--- src/rtl/uc_seq.sv ---
// uc_seq: sequential control unit for the microc datapath.
//
// Decodes the 6-bit Opcode every cycle and drives the datapath control
// inputs. Skips are resolved one cycle after the compare against the
// registered zero/carry flags; a taken skip annuls the instruction
// presented in that cycle. A halt instruction parks the unit in HALT
// until reset.
//
// Ports:
//   clk      system clock, rising edge
//   reset    synchronous, active-low reset
//   Opcode   current instruction opcode
//   zero     registered zero flag from the datapath
//   carry    registered carry flag from the datapath
//   s_skip   compare-instruction marker
//   s_inc    1 = PC+1, 0 = PC loads jump address
//   s_inm    1 = write-back source is the immediate
//   we       register-file write enable
//   ALUOp    ALU operation
//   halted   1 while in HALT
//   illegal  sticky undefined-opcode flag
//   retired  retired-instruction counter
//
// Optional feature: define UC_RETIRE_CNT_EN to build the retired-instruction
// counter; otherwise retired is tied to zero.

module uc_seq #(
  parameter int unsigned CNT_W = 16
) (
  input  logic             clk,
  input  logic             reset,
  input  logic [5:0]       Opcode,
  input  logic             zero,
  input  logic             carry,
  output logic             s_skip,
  output logic             s_inc,
  output logic             s_inm,
  output logic             we,
  output logic [2:0]       ALUOp,
  output logic             halted,
  output logic             illegal,
  output logic [CNT_W-1:0] retired
);

  typedef enum logic [1:0] {
    BOOT = 2'd0,
    RUN  = 2'd1,
    EVAL = 2'd2,
    HALT = 2'd3
  } state_t;

  state_t     state;
  state_t     state_nx;
  logic [1:0] cc;
  logic [1:0] cc_nx;
  logic       cond;
  logic       ill_set;
  logic       retire;

  always_comb begin
    s_skip   = 1'b0;
    s_inc    = 1'b1;
    s_inm    = 1'b0;
    we       = 1'b0;
    ALUOp    = 3'b000;
    state_nx = state;
    cc_nx    = cc;
    ill_set  = 1'b0;
    retire   = 1'b0;

    case (cc)
      2'b00:   cond = zero;
      2'b01:   cond = !zero;
      2'b10:   cond = carry;
      default: cond = !carry;
    endcase

    if (reset) begin
      case (state)
        BOOT: state_nx = RUN;
        HALT: s_inc = 1'b0;
        default: begin
          state_nx = RUN;
          // A true condition in EVAL annuls this instruction: outputs stay
          // quiet and none of its state effects are taken.
          if (!(state == EVAL && cond)) begin
            retire = 1'b1;
            if (Opcode[5]) begin
              ALUOp = Opcode[4:2];
              we    = 1'b1;
            end else begin
              case (Opcode[4:2])
                3'b001: begin
                  s_inm = 1'b1;
                  we    = 1'b1;
                end
                3'b010: begin
                  ALUOp    = 3'b011;
                  s_skip   = 1'b1;
                  state_nx = EVAL;
                  cc_nx    = Opcode[1:0];
                end
                3'b011: s_inc = 1'b0;
                3'b000: begin
                  if (Opcode[1:0] == 2'b01) state_nx = HALT;
                  else if (Opcode[1])       ill_set  = 1'b1;
                end
                default: ill_set = 1'b1;
              endcase
            end
          end
        end
      endcase
    end
  end

  assign halted = reset && (state == HALT);

  always_ff @(posedge clk) begin
    if (!reset) begin
      state   <= BOOT;
      cc      <= '0;
      illegal <= 1'b0;
    end else begin
      state <= state_nx;
      cc    <= cc_nx;
      if (ill_set) illegal <= 1'b1;
    end
  end

`ifdef UC_RETIRE_CNT_EN
  logic [CNT_W-1:0] cnt;

  always_ff @(posedge clk) begin
    if (!reset)      cnt <= '0;
    else if (retire) cnt <= cnt + CNT_W'(1);
  end

  assign retired = cnt;
`else
  assign retired = '0;
`endif

endmodule

--- config.mk ---
export PLATFORM = sky130hd
export DESIGN_NAME = uc_seq
export DESIGN_NICKNAME = d
export VERILOG_FILES = /design/src/rtl/uc_seq.sv
export SDC_FILE = /design/constraint.sdc
export NUM_CORES = 1
export LEC_CHECK = 0
export CAP_MARGIN = 20
export CORE_MARGIN = 5
export CORE_UTILIZATION = 32
export CTS_CLUSTER_SIZE = 40
export DETAILED_ROUTE_END_ITERATION = 8
export GPL_ROUTABILITY_DRIVEN = 1
export HOLD_SLACK_MARGIN = 0.08
export PLACE_DENSITY_LB_ADDON = 0.05
export SLEW_MARGIN = 20
export SYNTH_ARGS = -nofsm -noshare
export SYNTH_HDL_FRONTEND = slang
export SYNTH_SLANG_ARGS = --single-unit
--- constraint.sdc ---
create_clock -name clk -period 1.45 [get_ports clk]
set_input_delay 0.2175 -clock clk [delete_from_list [all_inputs] [get_ports clk]]
set_output_delay 0.2175 -clock clk [all_outputs]
set_load 0.02 [all_outputs]
==> out/qor.csv <==
stage,metric,value,unit
global_routing,grt.overflow.total,0,
run,drv_cap,0,
cts,clk_latency,0.25,ns
yosys,syn_area,558,sq um
yosys,synth_flop_cell,dfxtp_1,
cells_and_area,finalNetCount,127,
yosys,synth_edf_count,0,
detailed_routing,num_vias,597,
die,initial_utilization,0.330,
critical_path,cp.arrival,1.61,ns
yosys,yosysWarnings,0,
power,power.total,0.525,mW
die,rows,15,
yosys,netlist_top_cells_count,"buf_4 (17), nand2_1 (11), dfxtp_1 (5), nor2_1 (4), o21ai_0 (4)",
die,ioPinCount,35,
power,combPwrFrac,0.404,
die,core,0.00169,sq mm
timing,finalHoldViolations,0,
critical_path,crit_fanout,4,
timing,finalSetupViolCount,11,
timing,skew,0.00561,ns
global_routing,grt_pass1_vias,601,
cells_and_area,fillers,160,
detailed_routing,drcViolationCount,0,
cells_and_area,regArea,109,sq um
cells_and_area,syn_to_final_growth,85.4,%
die,dieArea,0.00268,sq mm
timing,rsz0062_at_grt,yes,
critical_path,startpoint_type,flip-flop,
die,die_h,51.8,um
timing,whs,0.496,ns
global_routing,grt_pass1_wl,2.57,mm
detailed_routing,routed_wl,1.70,mm
detailed_routing,wl_per_cell,13.0,um
detailed_routing,firstDrtPassIters,3,
global_routing,grt_use_total,0.131,
critical_path,critPathCaptureType,output port,
power,p_leak,0.453,nW
cts,ctsHtreeMaxLevel,1,
power,vdd_drop_max,0.000192,V
cts,ctsLongestPathBuffers,2,
hold_path,hold_class,reg -> reg,
power,swShare,0.353,
detailed_routing,vias_per_cell,4.59,
cts,cts_made_buffers,3,
cts,clk_pin_slew,0.04,ns
yosys,synth_cell_types,27,
status,status,"finished, violations left",
placed_design,dp_hpwl,1.15,mm
global_routing,grt_antenna_before_repair,0,
detailed_routing,first_iter_violations,3,
cts,cts-hold-fix-buffers,0,
yosys,yosys.area.top_type,buf_4,
cts,clock_tree.root_cell,clkbuf_4,
power,p_sw,0.185,mW
timing,fin_crit,1.83,ns
placed_design,port_buffers,18,
timing,max_freq,547,MHz
power,seqPwrFrac,0.275,
cts,cts_tree,done,
global_routing,grt_max_degree,10,
power,power_density,507,mW/mm^2
yosys,synth-seq-cells,5,
yosys,synth-async-reset-ratio,0,
critical_path,crit_required,1.23,ns
cells_and_area,drive_gt1_frac,0.531,
timing,finalWorstSetupSlack,-0.379,ns
critical_path,path_class,reg -> out,
yosys,synth-seq-area-share,0.179,
placed_design,gp_congestion,0.782,
timing,drv_slew,0,
yosys,yosysTopAreaCellShare,0.229,
cts,clkSinkCount,5,
power,pwr-share-clk,0.321,
yosys,synth.avg_cell_area,7.75,sq um
power,p_int,0.339,mW
yosys,synth.area.top_cells,"buf_4 (23%), dfxtp_1 (18%), nand2_1 (7.4%)",
yosys,yosysMostFrequentCell,buf_4,
cells_and_area,multi_input_area,507,sq um
timing,period_share,1.26,
die,die_x,51.8,um
yosys,synth_cells,72,
status,violations,negative setup slack,
detailed_routing,drtAntennaViolNets,0,
cells_and_area,diodes,0,
==> cell type report <==
type,count,share of cell area
Inverter,3,0.0133
Sequential cell,5,0.105
Timing Repair Buffer,40,0.346
Tap cell,17,0.0206
Clock buffer,4,0.0254
Multi-Input combinational cell,61,0.490
==> worst max-delay path: stages, from the launching register on <==
cell and delay (ns):
dfxtp_4 0.35, mux2i_4 0.19, mux2i_4 0.20, buf_6 0.14
or2_4 0.23, nor3_2 0.10, buf_4 0.16
==> flip-flops by register name (all words and copies together), names as in the netlist <==
register,count
cc,2
state,2
illegal,1
==> metrics by stage <==
step            util  instances  cell area [sq um]  setup WS [ns]  TNS, ns
4_1_cts        0.589        129                995         -0.363    -2.61
5_1_grt        0.613        130               1030         -0.429    -3.98
6_report       0.613        130               1030         -0.379    -3.40
3_3_place_gp   0.501        121                847         -0.831    -7.50
2_1_floorplan      -         87                649         -0.111   -0.309
3_5_place_dp   0.501        121                847         -0.846    -7.52
==> metal layers <==
layer,global-route usage,wire [um],up-vias
met1,0.140,644,278
met2,0.235,918,22
met3,0.0172,85,5
met4,0.0917,48,0
li1,-,-,292
met5,0,0,-
==> cells in the final DEF, fill, tap and decap left out, drive strengths merged <==
cell            n
inv             3
nor4b           2
buf            30
ha              3
nand4b          1
clkdlybuf4s50   6
nor3            2
clkbuf          4
o32ai           1
o2111ai         1
o21a            1
nor3b           1
or2             1
mux2i           4
nor2            4
dfxtp           5
and3            1
and2            2
a21oi           2
nand2b          1
nor2b           1
o21ai           4
nand2          11
o31ai           1
conb           16
dlygate4sd2     4
nor4            1
==> path summary, 6_finish.rpt <==
path | start | end | slack (ns) | cells past startpoint
max | cc[1] | s_skip | -0.38 | 6
max reg2reg | cc[1] | cc[0] | -0.31 | 7
min | cc[1] | cc[1] | 0.50 | 2
min reg2reg | cc[1] | cc[1] | 0.50 | 2
==> repair_timing <==
action,4_1_cts,5_1_grt
gates resized for setup,70,11
endpoints found under the setup margin,13,13
pin swaps,10,4
endpoints found under the hold margin,0,0
buffers inserted,4,2
==> power groups by stage <==
| stage | sequential (mW) | clock (mW) | combinational (mW) |
|---|---|---|---|
| 6_report | 0.144 | 0.169 | 0.212 |
| 3_3_place_gp | 0.148 | 0 | 0.183 |
| 3_5_place_dp | 0.148 | 0 | 0.182 |
| 4_1_cts | 0.145 | 0.173 | 0.203 |
| 2_1_floorplan | 0.150 | 0 | 0.131 |
| 5_1_grt | 0.145 | 0.179 | 0.227 |
==> kinds of logic (layout without fill, tap and decap cells) <==
family / count (synthesis) / count (layout) / share of synthesized area
buffers and inverters: 21 / 47 / 0.256
muxes: 4 / 4 / 0.0852
other: 1 / 16 / 0.00672
AOI/OAI and AO/OA: 10 / 10 / 0.121
and+or+nand+nor: 28 / 28 / 0.285
adders and majority gates: 3 / 3 / 0.0673
DFF: 5 / 5 / 0.179
Power figures use the tool's default switching activity.
